===== src/rtl/dpram_pkg.sv =====
// Shared constants and state encoding for the parametrised dual-port RAM.
package dpram_pkg;
  localparam int READ_BYPASS = 0;
  localparam int READ_PIPE   = 1;

  localparam int WR_NORMAL  = 0;
  localparam int WR_THROUGH = 1;
  localparam int WR_RBW     = 2;

  typedef enum logic {ST_INIT, ST_RUN} state_t;
endpackage


===== src/rtl/dpram_port.sv =====
// One RAM port's read path: read register, write-mode mux, optional output stage.
module dpram_port
  import dpram_pkg::*;
#(
  parameter int DATA_W     = 1,
  parameter int DEPTH      = 32,
  parameter int ADDR_W     = 5,
  parameter int READ_MODE  = READ_BYPASS,
  parameter int WRITE_MODE = WR_NORMAL
) (
  input  logic              clk,
  input  logic              reset,
  input  logic              run,
  input  logic              ce,
  input  logic              wre,
  input  logic              oce,
  input  logic [ADDR_W-1:0] ad,
  input  logic [DATA_W-1:0] din,
  input  logic [DATA_W-1:0] word,
  output logic [DATA_W-1:0] dout
);
  logic              in_range;
  logic [DATA_W-1:0] rd_word;
  logic [DATA_W-1:0] rd_p0;
  logic [DATA_W-1:0] rd_p1;

  assign in_range = 32'(ad) < DEPTH;
  assign rd_word  = in_range ? word : '0;

  // p0: read register, sees the array contents from before this edge's writes
  always_ff @(posedge clk or posedge reset) begin
    if (reset) begin
      rd_p0 <= '0;
    end else if (run && ce) begin
      if (!wre) begin
        rd_p0 <= rd_word;
      end else begin
        case (WRITE_MODE)
          WR_THROUGH: rd_p0 <= din;
          WR_RBW:     rd_p0 <= rd_word;
          default:    rd_p0 <= rd_p0;
        endcase
      end
    end
  end

  // p1: optional output register, only advanced by oce
  always_ff @(posedge clk or posedge reset) begin
    if (reset) begin
      rd_p1 <= '0;
    end else if (run && oce) begin
      rd_p1 <= rd_p0;
    end
  end

  assign dout = (READ_MODE == READ_PIPE) ? rd_p1 : rd_p0;
endmodule


===== src/rtl/dpram_param.sv =====
// Parametrised single-clock true dual-port RAM with a post-reset clear sweep.
module dpram_param
  import dpram_pkg::*;
#(
  parameter int                DATA_W     = 1,
  parameter int                DEPTH      = 32,
  parameter int                ADDR_W     = $clog2(DEPTH),
  parameter int                READ_MODE  = READ_BYPASS,
  parameter int                WRITE_MODE = WR_NORMAL,
  parameter logic [DATA_W-1:0] INIT_VALUE = '0
) (
  input  logic              clk,
  input  logic              reset,
  input  logic              cea,
  input  logic              ceb,
  input  logic              wrea,
  input  logic              wreb,
  input  logic              ocea,
  input  logic              oceb,
  input  logic [ADDR_W-1:0] ada,
  input  logic [ADDR_W-1:0] adb,
  input  logic [DATA_W-1:0] dina,
  input  logic [DATA_W-1:0] dinb,
  output logic [DATA_W-1:0] douta,
  output logic [DATA_W-1:0] doutb,
  output logic              init_busy
);
  logic [DATA_W-1:0] mem [DEPTH];
  state_t            state;
  logic [ADDR_W-1:0] cnt;
  logic              run;
  logic              a_ok, b_ok;
  logic              a_we, b_we;
  logic [ADDR_W-1:0] a_idx, b_idx;

  assign run   = (state == ST_RUN);
  assign a_ok  = 32'(ada) < DEPTH;
  assign b_ok  = 32'(adb) < DEPTH;
  assign a_idx = a_ok ? ada : '0;
  assign b_idx = b_ok ? adb : '0;
  assign a_we  = run && cea && wrea && a_ok;
  // On a same-address double write port A wins
  assign b_we  = run && ceb && wreb && b_ok && !(a_we && (ada == adb));

  always_ff @(posedge clk or posedge reset) begin
    if (reset) begin
      state     <= ST_INIT;
      cnt       <= '0;
      init_busy <= 1'b1;
    end else begin
      case (state)
        ST_INIT: begin
          if (cnt == ADDR_W'(DEPTH - 1)) begin
            state     <= ST_RUN;
            init_busy <= 1'b0;
          end else begin
            cnt <= cnt + 1'b1;
          end
        end
        ST_RUN:  state <= ST_RUN;
        default: state <= ST_INIT;
      endcase
    end
  end

  always_ff @(posedge clk) begin
    if (!run) begin
      mem[cnt] <= INIT_VALUE;
    end else begin
      if (a_we) mem[a_idx] <= dina;
      if (b_we) mem[b_idx] <= dinb;
    end
  end

  dpram_port #(
    .DATA_W(DATA_W), .DEPTH(DEPTH), .ADDR_W(ADDR_W),
    .READ_MODE(READ_MODE), .WRITE_MODE(WRITE_MODE)
  ) u_port_a (
    .clk(clk), .reset(reset), .run(run), .ce(cea), .wre(wrea), .oce(ocea),
    .ad(ada), .din(dina), .word(mem[a_idx]), .dout(douta)
  );

  dpram_port #(
    .DATA_W(DATA_W), .DEPTH(DEPTH), .ADDR_W(ADDR_W),
    .READ_MODE(READ_MODE), .WRITE_MODE(WRITE_MODE)
  ) u_port_b (
    .clk(clk), .reset(reset), .run(run), .ce(ceb), .wre(wreb), .oce(oceb),
    .ad(adb), .din(dinb), .word(mem[b_idx]), .dout(doutb)
  );
endmodule


===== config.mk =====
export PLATFORM = sky130hd
export DESIGN_NAME = dpram_param
export DESIGN_NICKNAME = d
export VERILOG_FILES = /design/src/rtl/dpram_pkg.sv /design/src/rtl/dpram_port.sv /design/src/rtl/dpram_param.sv
export SDC_FILE = /design/constraint.sdc
export NUM_CORES = 1
export LEC_CHECK = 0
export ABC_AREA = 0
export BUFFER_PORTS_ARGS = -buffer_cell sky130_fd_sc_hd__buf_4
export CAP_MARGIN = 25
export CORE_MARGIN = 3
export CORE_UTILIZATION = 30
export CTS_BUF_LIST = sky130_fd_sc_hd__clkbuf_4 sky130_fd_sc_hd__clkbuf_8
export CTS_CLUSTER_SIZE = 10
export DETAILED_ROUTE_END_ITERATION = 7
export HOLD_SLACK_MARGIN = 0.15
export RECOVER_POWER = 50
export REMOVE_ABC_BUFFERS = 1
export SETUP_SLACK_MARGIN = 0.2
export SLEW_MARGIN = 20
export SYNTH_ARGS = -nofsm -noshare
export SYNTH_HDL_FRONTEND = slang
export SYNTH_SLANG_ARGS = --single-unit

===== constraint.sdc =====
create_clock -name clk -period 2.6 [get_ports clk]
set_input_delay 0.26 -clock clk [delete_from_list [all_inputs] [get_ports clk]]
set_output_delay 0.26 -clock clk [all_outputs]
set_load 0.02 [all_outputs]

==> flow_summary.json, run 1 <==
{
  "powerDensity_mw_per_mm2": 429,
  "drv_slew": 0,
  "nets": 343,
  "end_kind": "flip-flop",
  "syn_inst": 302,
  "cpMostUsedCell": "buf_4",
  "drc": 0,
  "relSlewSlack_pct": 49.7,
  "ir_drop_mv": 0.268,
  "grt_max_degree": 33,
  "drive_above_1_share_pct": 25.5,
  "multi_input_area_sq_mm": 0.00174,
  "worstPathArrival_ns": 2.26,
  "num_vias": 2488,
  "drtIter0Drc": 265,
  "finalInstanceArea_sq_mm": 0.00349,
  "dp_hpwl_mm": 6.27,
  "max_stage_delay_ns": 0.54,
  "seq_area_sq_mm": 0.00119,
  "dr.pass1.iters": 4,
  "async_flop_share_pct": 22.0,
  "vias_per_cell": 5.47,
  "grt_use_total_pct": 15.4,
  "crit_chain": "buf_4 -> clkbuf_2 -> clkinv_1 -> buf_4 -> nor3_1 -> mux2_2",
  "place_area_sq_mm": 0.00340,
  "critPathKind": "primary input to flip-flop",
  "grt_overflow": 0,
  "cts_buffer_depth": 2,
  "initial_core_util_pct": 31.2,
  "power_uw": 1500,
  "synth.yosys.seq_area_share_pct": 38.6,
  "n_fill_cell": 991,
  "final.period_utilization_pct": 84.4,
  "cts_setup_buffers": 0,
  "h-tree-depth": 2,
  "synth-seq-cells": 41,
  "min_path_type": "primary input to flip-flop",
  "clockRootBuffer": "clkbuf_8",
  "num_io_pins": 23,
  "synth-edff-count": 32,
  "instances_no_fill": 455,
  "startpoint_type": "primary input",
  "period_minus_slack_ns": 2.20,
  "clock_sinks": 41,
  "post-route-util_pct": 35.4,
  "crit_fanout": 25,
  "dp_cells": 446,
  "drv_cap": 0,
  "diodes": 0,
  "fmax_mhz": 455,
  "yosysWarnings": 0,
  "grt_pass1_vias": 2453,
  "synthDistinctLibCells": 49,
  "insertion_delay_ns": 0.30,
  "worstMarginPinSlew_ns": 0.752,
  "routed_wl_mm": 8.70,
  "status": "finished clean",
  "numCtsBuffers": 5,
  "p_leak_uw": 0.00130,
  "fin_tns_setup_ns": 0,
  "antenna_found_initial": 0,
  "syn_area_per_cell_sq_um": 10.2,
  "die_w_microns": 107,
  "wl_per_cell_microns": 19.1,
  "rsz0062_at_grt": "false",
  "num_rows": 36,
  "die_h_microns": 107,
  "final-hold-violation-count": 0,
  "tritoncts": "done",
  "io_buffers": 20,
  "grt_pass1_wl_mm": 13.6,
  "cpMaxStageDelayCell": "clkbuf_2",
  "globalplace.congestion": 0.882,
  "mostFrequentLayoutCell": "edfxtp_1",
  "setup_viol": 0,
  "netlist_area_sq_mm": 0.00307,
  "ys.flop_type": "edfxtp_1",
  "postRouteAntennaNets": 0,
  "core_area_sq_mm": 0.00986,
  "final_cell_mix": "edfxtp_1, mux2_2, o21ai_0, buf_4, nand3_1",
  "fin_skew_ns": 0.0152,
  "dieArea_sq_mm": 0.0115,
  "path_clk_slew_ns": 0.10,
  "worst_ep_required_time_ns": 2.67,
  "area_delta_synth_final_pct": 13.6
}
sequential cells by signal, indices dropped and copies added, names as in the netlist:
register and flops:
init_busy 1, mem 32, cnt 5, run 1, u_port_a.dout 1, u_port_b.dout 1
timing repair:
action | CTS | global route
hold buffers | 1 | 0
hold endpoints to repair | 8 | 0
endpoints found under the setup margin | 0 | 0
gates resized for setup | 0 | 0
final cells by class:
| type | instances | area share [%] |
|---|---|---|
| flip-flops and latches | 41 | 34.0 |
| repair buffers | 35 | 6.92 |
| well taps | 133 | 4.77 |
| multi-input cells | 228 | 49.9 |
| clock inverters | 2 | 1.11 |
| clock buffers | 6 | 2.19 |
| inverters | 10 | 1.08 |
cells in the mapped netlist (all sizes together), types with 4 or more instances:
library cell	n	area, sq um
a21oi	5	25.0
a22oi	4	30.0
buf	11	58.8
clkbuf	12	45.0
dfrtp	8	200
edfxtp	32	961
inv	9	33.8
mux2	34	383
mux2i	19	190
mux4	8	180
nand2	17	63.8
nand2b	8	50.1
nand3	23	120
nand4	7	43.8
nor2	13	48.8
nor2b	5	31.3
nor3	11	55.1
o21ai	25	125
o22ai	7	43.8
xor2	6	52.6
through the flow:
step / hold WS (ns) / setup slack, ns
after floorplan: 0.0872 / 0.456
after global placement: 0.254 / 0.107
after detailed placement: 0.250 / 0.359
after CTS: 0.320 / 0.398
after global routing: 0.358 / 0.178
final: 0.321 / 0.404
metal layers:
metal / track usage, % / wire (microns) / vias up
met5: 0 / 0 / -
met4: 3.29 / 82 / 0
met3: 2.65 / 611 / 11
met2: 25.3 / 4140 / 83
met1: 21.4 / 3860 / 1204
li1: - / - / 1190
power breakdown:
part | switching [uW] | total [uW] | leakage (uW) | internal (uW)
sequential | 2.80 | 714 | 0.000436 | 711
clock | 250 | 549 | 0.0000588 | 299
combinational | 142 | 234 | 0.000802 | 92.2
path summary, 6_finish.rpt:
check | startpoint | to | slack [ns] | cells past startpoint
max | adb[0] | mem[25]$_DFFE_PP_ | 0.40 | 6
min | wrea | u_port_a.dout$_DFFE_PP0P_ | 0.32 | 3
max reg2reg | run$_DFF_PP0_ | mem[13]$_DFFE_PP_ | 0.41 | 5
min reg2reg | init_busy$_DFFE_PP1P_ | init_busy$_DFFE_PP1P_ | 0.49 | 1
max in group asynchronous | reset | init_busy$_DFFE_PP1P_ | 1.82 | 3
min in group asynchronous | reset | run$_DFF_PP0_ | 0.48 | 3
cell families (layout without fill, tap and decap cells):
kind of cell	count (synthesis)	in the layout	share of synthesized area, %
AOI/OAI and AO/OA	58	58	12.3
xor gates and xnor gates	8	8	2.28
adders and majority gates	2	2	0.814
buffers and inverters	33	53	4.60
DFF	41	41	38.6
muxes	61	61	24.5
and+or+nand+nor	99	99	16.9
critical path: cells and delay by family:
family	cells	cell delay [ns]
buffers and inverters	4	1.42
and+or+nand+nor	1	0.22
muxes	1	0.35
Power figures use the tool's default switching activity.
==> run 2: changes to the inputs <==
--- a/config.mk
+++ b/config.mk
@@ -5,7 +5,7 @@
 export SDC_FILE = /design/constraint.sdc
 export NUM_CORES = 1
 export LEC_CHECK = 0
-export ABC_AREA = 0
+export ABC_AREA = 1
 export BUFFER_PORTS_ARGS = -buffer_cell sky130_fd_sc_hd__buf_4
 export CAP_MARGIN = 25
 export CORE_MARGIN = 3
==> constraint.sdc (replaced) <==
create_clock -name clk -period 2.2 [get_ports clk]
set_input_delay 0.22 -clock clk [delete_from_list [all_inputs] [get_ports clk]]
set_output_delay 0.22 -clock clk [all_outputs]
set_load 0.02 [all_outputs]
==> run 2 against run 1 <==
- die area increased by 6.1%
- first-iteration DRC count grew 25%
- sequential cell count unchanged
- critical path type unchanged
- setup slack lost 0.16 ns
- global-route usage is 1.5 points higher
- largest power group unchanged
- worst hold slack got worse by 0.12 ns
- synthesized cell count rose by 57%
==> flow_summary.json, run 2 <==
{
  "worst_ep_required_time_ns": 2.23,
  "end_kind": "flip-flop",
  "clockRootBuffer": "clkbuf_8",
  "fmax_mhz": 512,
  "nets": 518,
  "fin_tns_setup_ns": 0,
  "synth-simple-area-share_pct": 42.1,
  "setup_viol": 0,
  "ir_drop_mv": 0.301,
  "globalplace.congestion": 0.916,
  "mostFrequentLayoutCell": "nand2_1",
  "status": "finished clean",
  "syn_inst": 474,
  "ff2ff_setup_slack_ns": 0.31,
  "num_io_pins": 23,
  "drtIter0Drc": 330,
  "dieArea_sq_mm": 0.0122,
  "antenna_found_initial": 0,
  "grt_max_degree": 33,
  "synth-seq-cells": 41,
  "drv_slew": 0,
  "io_buffers": 20,
  "synthDistinctLibCells": 26,
  "final.period_utilization_pct": 88.8,
  "fin_skew_ns": 0.00883,
  "reg2reg_to": "mem[11]$_DFFE_PP_",
  "hold_end": "u_port_a.dout$_DFFE_PP0P_",
  "cts_buffer_depth": 2,
  "synthMuxAreaShare_pct": 0,
  "tritoncts": "done",
  "synth_top_area_cell": "edfxtp_1",
  "synth_compound_area_share_pct": 11.3,
  "die_h_microns": 110,
  "critPathKind": "primary input to flip-flop",
  "vias_per_cell": 5.28,
  "diodes": 0,
  "cts_setup_buffers": 0,
  "clock_sinks": 41,
  "synth.yosys.seq_area_share_pct": 36.3,
  "synth_top_cells_by_count": "nand2_1, nand3_1, o21ai_0",
  "area_delta_synth_final_pct": 10.2,
  "worstPathArrival_ns": 1.99,
  "hold_depth": 3,
  "regMostFlops": "mem",
  "syn_area_per_cell_sq_um": 6.91,
  "drive_above_1_share_pct": 10.3,
  "reg_top3": "mem x32, cnt x5",
  "post-place-ws_ns": 0.290,
  "layout_setup_ws_ns": 0.247,
  "grt_overflow": 0,
  "synth_xor_area_share_pct": 1.34,
  "relSlewSlack_pct": 68.1,
  "path_clk_slew_ns": 0.09,
  "period_minus_slack_ns": 1.95,
  "grt_pass1_vias": 3297,
  "num_rows": 37,
  "initial_core_util_pct": 31.3,
  "drv_cap": 0,
  "largest_register_ffs": 32,
  "num_vias": 3344,
  "grt_use_total_pct": 16.9,
  "synth_top_family_by_area": "simple AND/OR/NAND/NOR gates",
  "synthTopCellsByArea": "edfxtp_1, nand2_1, nand3_1",
  "die_w_microns": 110,
  "synth-edff-count": 32,
  "netlist_area_sq_mm": 0.00327,
  "rsz0062_at_grt": "true",
  "drc": 0,
  "grt_pass1_wl_mm": 17.0,
  "synth_top_area_share_pct": 29.3,
  "worstHoldStart": "wrea",
  "reg2reg_from": "run$_DFF_PP0_",
  "final-hold-violation-count": 0,
  "core_area_sq_mm": 0.0105,
  "crit_fanout": 32,
  "powerDensity_mw_per_mm2": 494,
  "p_leak_uw": 0.00147,
  "hold_slack_ns": 0.206,
  "h-tree-depth": 2,
  "ys.flop_type": "edfxtp_1",
  "numCtsBuffers": 5,
  "min_path_type": "primary input to flip-flop",
  "postRouteAntennaNets": 0,
  "yosysWarnings": 0,
  "yosysMostFrequentCell": "nand2_1",
  "final_cell_mix": "nand2_1, nand3_1, o21ai_0",
  "routed_wl_mm": 10.3,
  "wl_per_cell_microns": 16.3,
  "startpoint_type": "primary input",
  "r2r_cells": 5,
  "insertion_delay_ns": 0.30,
  "dr.pass1.iters": 7,
  "worstMarginPinSlew_ns": 0.478,
  "synth-adder-area-share_pct": 0.764,
  "dp_hpwl_mm": 7.01,
  "async_flop_share_pct": 22.0
}
run 2: cell types whose count changed after synthesis, moves of 19 or more:
cell / previous run / this run
mux2_2: 31 / 0
nand2_1: 17 / 145
nor2_1: 13 / 50
nand3_1: 22 / 59
nand3_2: 1 / 24
o21ai_0: 25 / 57
inv_1: 9 / 36
mux2i_1: 19 / 0
run 2: final cells by class:
| class | instances | area (sq um) |
|---|---|---|
| clock inverter | 2 | 35.0 |
| sequential | 41 | 1190 |
| tap | 136 | 170 |
| multi-input combinational | 373 | 1730 |
| timing repair buffer | 36 | 268 |
| clock buffer | 6 | 76.3 |
| inverter | 39 | 146 |
| fill | 1138 | 6850 |
run 2: worst max path at each step:
| stage | start | endpoint | slack (ns) | cells past startpoint |
|---|---|---|---|---|
| 4_1_cts | run$_DFF_PP0_ | mem[18]$_DFFE_PP_ | 0.28 | 7 |
| 2_1_floorplan | run$_DFF_PP0_ | mem[15]$_DFFE_PP_ | -0.65 | 4 |
| 5_1_grt | adb[1] | mem[1]$_DFFE_PP_ | 0.11 | 8 |
| 3_5_place_dp | adb[1] | mem[26]$_DFFE_PP_ | 0.29 | 8 |
| 6_report | adb[1] | mem[24]$_DFFE_PP_ | 0.25 | 8 |
| 3_3_place_gp | adb[1] | mem[24]$_DFFE_PP_ | 0.35 | 8 |
run 2: routing by layer:
metal | up-vias | track usage (%) | share of wire (%)
met5 | - | 0 | 0
met3 | 25 | 2.52 | 7.0
met1 | 1522 | 22.8 | 44
li1 | 1629 | - | -
met4 | 0 | 6.49 | 3.1
met2 | 168 | 27.3 | 46
run 2: metrics by stage:
stage | utilization [%] | std cells | power, uW | area [sq um]
global route | 34.5 | 633 | 1860 | 3610
global placement | 34.5 | 624 | 1160 | 3610
floorplan | - | 453 | 1020 | 3150
CTS | 35.7 | 633 | 1790 | 3730
detailed placement | 34.5 | 624 | 1170 | 3610
finish | 34.5 | 633 | 1780 | 3610
run 2: kinds of logic after synthesis:
family,Yosys count
and+or+nand+nor,295
DFF,41
adders and majority gates,2
AOI/OAI and AO/OA,71
xor gates and xnor gates,5
buffers and inverters,60
run 2: report_power, final:
| group | leakage [uW] | switching, uW | total (uW) | internal (uW) |
|---|---|---|---|---|
| sequential | 0.000437 | 3.23 | 844 | 841 |
| combinational | 0.000972 | 214 | 304 | 90.4 |
| clock | 0.0000586 | 285 | 635 | 350 |
run 2: worst max-delay path, cell delays in order:
cell and delay (ns):
clkbuf_2 0.24, inv_1 0.42, nor2_1 0.08, nor3_1 0.29, nand3_2 0.09, clkbuf_4 0.33, nand3_1 0.19, o21ai_0 0.13
run 2: what timing repair did:
item | 4_1_cts | 5_1_grt
gates resized for setup | 0 | 2
hold buffers | 1 | 0
endpoints found under the hold margin | 8 | 0
endpoints found under the setup margin | 0 | 3
==> run 3: changes to the inputs <==
--- a/config.mk
+++ b/config.mk
@@ -9,8 +9,7 @@
 export BUFFER_PORTS_ARGS = -buffer_cell sky130_fd_sc_hd__buf_4
 export CAP_MARGIN = 25
 export CORE_MARGIN = 3
-export CORE_UTILIZATION = 30
-export CTS_BUF_LIST = sky130_fd_sc_hd__clkbuf_4 sky130_fd_sc_hd__clkbuf_8
+export CORE_UTILIZATION = 38
 export CTS_CLUSTER_SIZE = 10
 export DETAILED_ROUTE_END_ITERATION = 7
 export HOLD_SLACK_MARGIN = 0.15
==> run 3 against run 2 <==
- sequential power is essentially flat
- via count down 0.96%
- global-route usage rose by 3.9 points
- maximum frequency rose by 2.4%
- utilization increased by 8.6 points
- die area shrank 20%
- non-clock buffer count decreased by 3
- clock skew decreased by 0.0034 ns
- clock power decreased by 22%
- combinational power down 3%
- routed wire length decreased by 4.4%
==> flow_summary.json, run 3 (synthesized netlist as in run 2, its figures left out) <==
{
  "status": "finished clean",
  "intPower_uw": 1150,
  "drv_slew": 0,
  "initial_core_util_pct": 39.5,
  "worst_ep_required_time_ns": 2.25,
  "crit_chain": "clkbuf_2 -> clkinv_1 -> nand2_1 -> clkbuf_1 -> nor2_1 -> nand3_2 -> o21ai_0",
  "setup_viol": 0,
  "dp_cells": 590,
  "pwr-share-seq_pct": 51.6,
  "globalplace.congestion": 0.935,
  "routed_wl_mm": 9.86,
  "grt_pass1_vias": 3222,
  "p_sw_uw": 489,
  "grt_overflow": 0,
  "period_minus_slack_ns": 1.91,
  "r2r_cells": 6,
  "max_stage_delay_ns": 0.47,
  "die_w_microns": 98.8,
  "clockRootBuffer": "clkbuf_8",
  "final_cell_mix": "nand2_1, nand3_1, o21ai_0",
  "final-hold-violation-count": 0,
  "die_h_microns": 98.8,
  "antenna_found_initial": 0,
  "nets": 515,
  "area_delta_synth_final_pct": 9.09,
  "ff2ff_setup_slack_ns": 0.32,
  "postRouteAntennaNets": 0,
  "min_path_type": "primary input to flip-flop",
  "num_vias": 3312,
  "crit_path_start": "adb[0]",
  "cts_buffer_depth": 2,
  "drtIter0Drc": 273,
  "dieArea_sq_mm": 0.00977,
  "instances_no_fill": 599,
  "wl_per_cell_microns": 16.5,
  "core_area_sq_mm": 0.00830,
  "relSlewSlack_pct": 68.0,
  "cpMaxStageDelayCell": "clkinv_1",
  "fmax_mhz": 525,
  "crit_fanout": 21,
  "regMostFlops": "mem",
  "swShare_pct": 29.9,
  "vias_per_cell": 5.53,
  "grt_max_degree": 33,
  "dr.pass1.iters": 5,
  "startpoint_type": "primary input",
  "drv_cap": 0,
  "path_clk_slew_ns": 0.08,
  "reg2reg_to": "mem[24]$_DFFE_PP_",
  "h-tree-depth": 2,
  "reg_top3": "mem x32, cnt x5",
  "largest_register_ffs": 32,
  "cp-endpoint": "mem[0]$_DFFE_PP_",
  "dp_hpwl_mm": 6.88,
  "num_rows": 33,
  "mostFrequentLayoutCell": "nand2_1",
  "grt_pass1_wl_mm": 15.9,
  "numCtsBuffers": 5,
  "critPathKind": "primary input to flip-flop",
  "p_clk_share_pct": 30.4,
  "p_leak_uw": 0.00144,
  "io_buffers": 20,
  "insertion_delay_ns": 0.30,
  "clock_sinks": 41,
  "num_io_pins": 23,
  "powerDensity_mw_per_mm2": 458,
  "fin_skew_ns": 0.00539,
  "reg2reg_from": "run$_DFF_PP0_",
  "rsz0062_at_grt": "true",
  "grt_use_total_pct": 20.9,
  "worstMarginPinSlew_ns": 0.480,
  "worstPathArrival_ns": 1.96,
  "final.period_utilization_pct": 86.7,
  "tritoncts": "done",
  "drive_above_1_share_pct": 12.1,
  "end_kind": "flip-flop",
  "power_uw": 1640,
  "hold_slack_ns": 0.210,
  "fin_tns_setup_ns": 0,
  "drc": 0,
  "diodes": 0,
  "post-route-util_pct": 43.0,
  "n_fill_cell": 888,
  "p_comb_share_pct": 18.0,
  "ir_drop_mv": 0.198
}
## run 3: cell types whose count changed in the layout (fill, tap and decap cells not counted), moves of 2 or more
cell,previous run,this run
o21ai_2,3,5
buf_4,27,23
nand3_2,4,17
nand3_1,79,66
o21ai_1,8,6
clkbuf_1,4,6
## run 3: area by class of cell
| cell class | instances | area [sq um] | share of cell area (%) |
|---|---|---|---|
| clock buffers | 6 | 72.6 | 2.03 |
| clock inverters | 2 | 10.0 | 0.280 |
| inverters | 39 | 146 | 4.10 |
| multi-input cells | 373 | 1800 | 50.3 |
| flip-flops and latches | 41 | 1190 | 33.2 |
| well taps | 105 | 131 | 3.68 |
| repair buffers | 33 | 226 | 6.34 |
## run 3: how the worst min path moves through the flow
stage               slack, ns                        end  start  depth (start not counted)
floorplan                0.05         cnt[0]$_DFFE_PP0P_  reset                          1
global placement         0.21  u_port_b.dout$_DFFE_PP0P_  reset                          2
detailed placement       0.21  u_port_b.dout$_DFFE_PP0P_  reset                          2
CTS                      0.20  u_port_a.dout$_DFFE_PP0P_   wrea                          3
global route             0.24  u_port_a.dout$_DFFE_PP0P_   wrea                          3
finish                   0.21  u_port_a.dout$_DFFE_PP0P_   wrea                          3
## run 3: routing by layer
layer | routed length (microns) | GRT usage (%) | up-vias | part of all wire [%]
met5 | 0 | 0 | - | 0
met4 | 406 | 11.7 | 0 | 4.1
met3 | 596 | 4.03 | 32 | 6.0
met2 | 4470 | 32.4 | 119 | 45
met1 | 4390 | 27.1 | 1536 | 45
li1 | - | - | 1625 | -
## run 3: timing repair
item | 4_1_cts | 5_1_grt
hold buffers | 1 | 0
setup buffers | 0 | 0
endpoints found under the hold margin | 8 | 0
setup endpoints to repair | 0 | 15
gates resized for setup | 0 | 6
## run 3: critical path, delay by kind of cell
family	cells	cell delay, ns
buffers and inverters	3	1.16
AND/OR/NAND/NOR	3	0.44
AO/OA/AOI/OAI	1	0.12
## run 3: through the flow
| step | setup slack [ns] | instance area, sq um |
|---|---|---|
| 2_1_floorplan | -0.653 | 3150 |
| 3_3_place_gp | 0.358 | 3540 |
| 3_5_place_dp | 0.246 | 3540 |
| 4_1_cts | 0.227 | 3640 |
| 5_1_grt | 0.146 | 3570 |
| 6_report | 0.293 | 3570 |
## run 3: power groups by stage
stage / Sequential [uW] / Combinational, uW / Clock, uW
2_1_floorplan: 868 / 155 / 0
3_3_place_gp: 861 / 295 / 0
3_5_place_dp: 862 / 299 / 0
4_1_cts: 844 / 302 / 511
5_1_grt: 845 / 328 / 534
6_report: 844 / 295 / 496
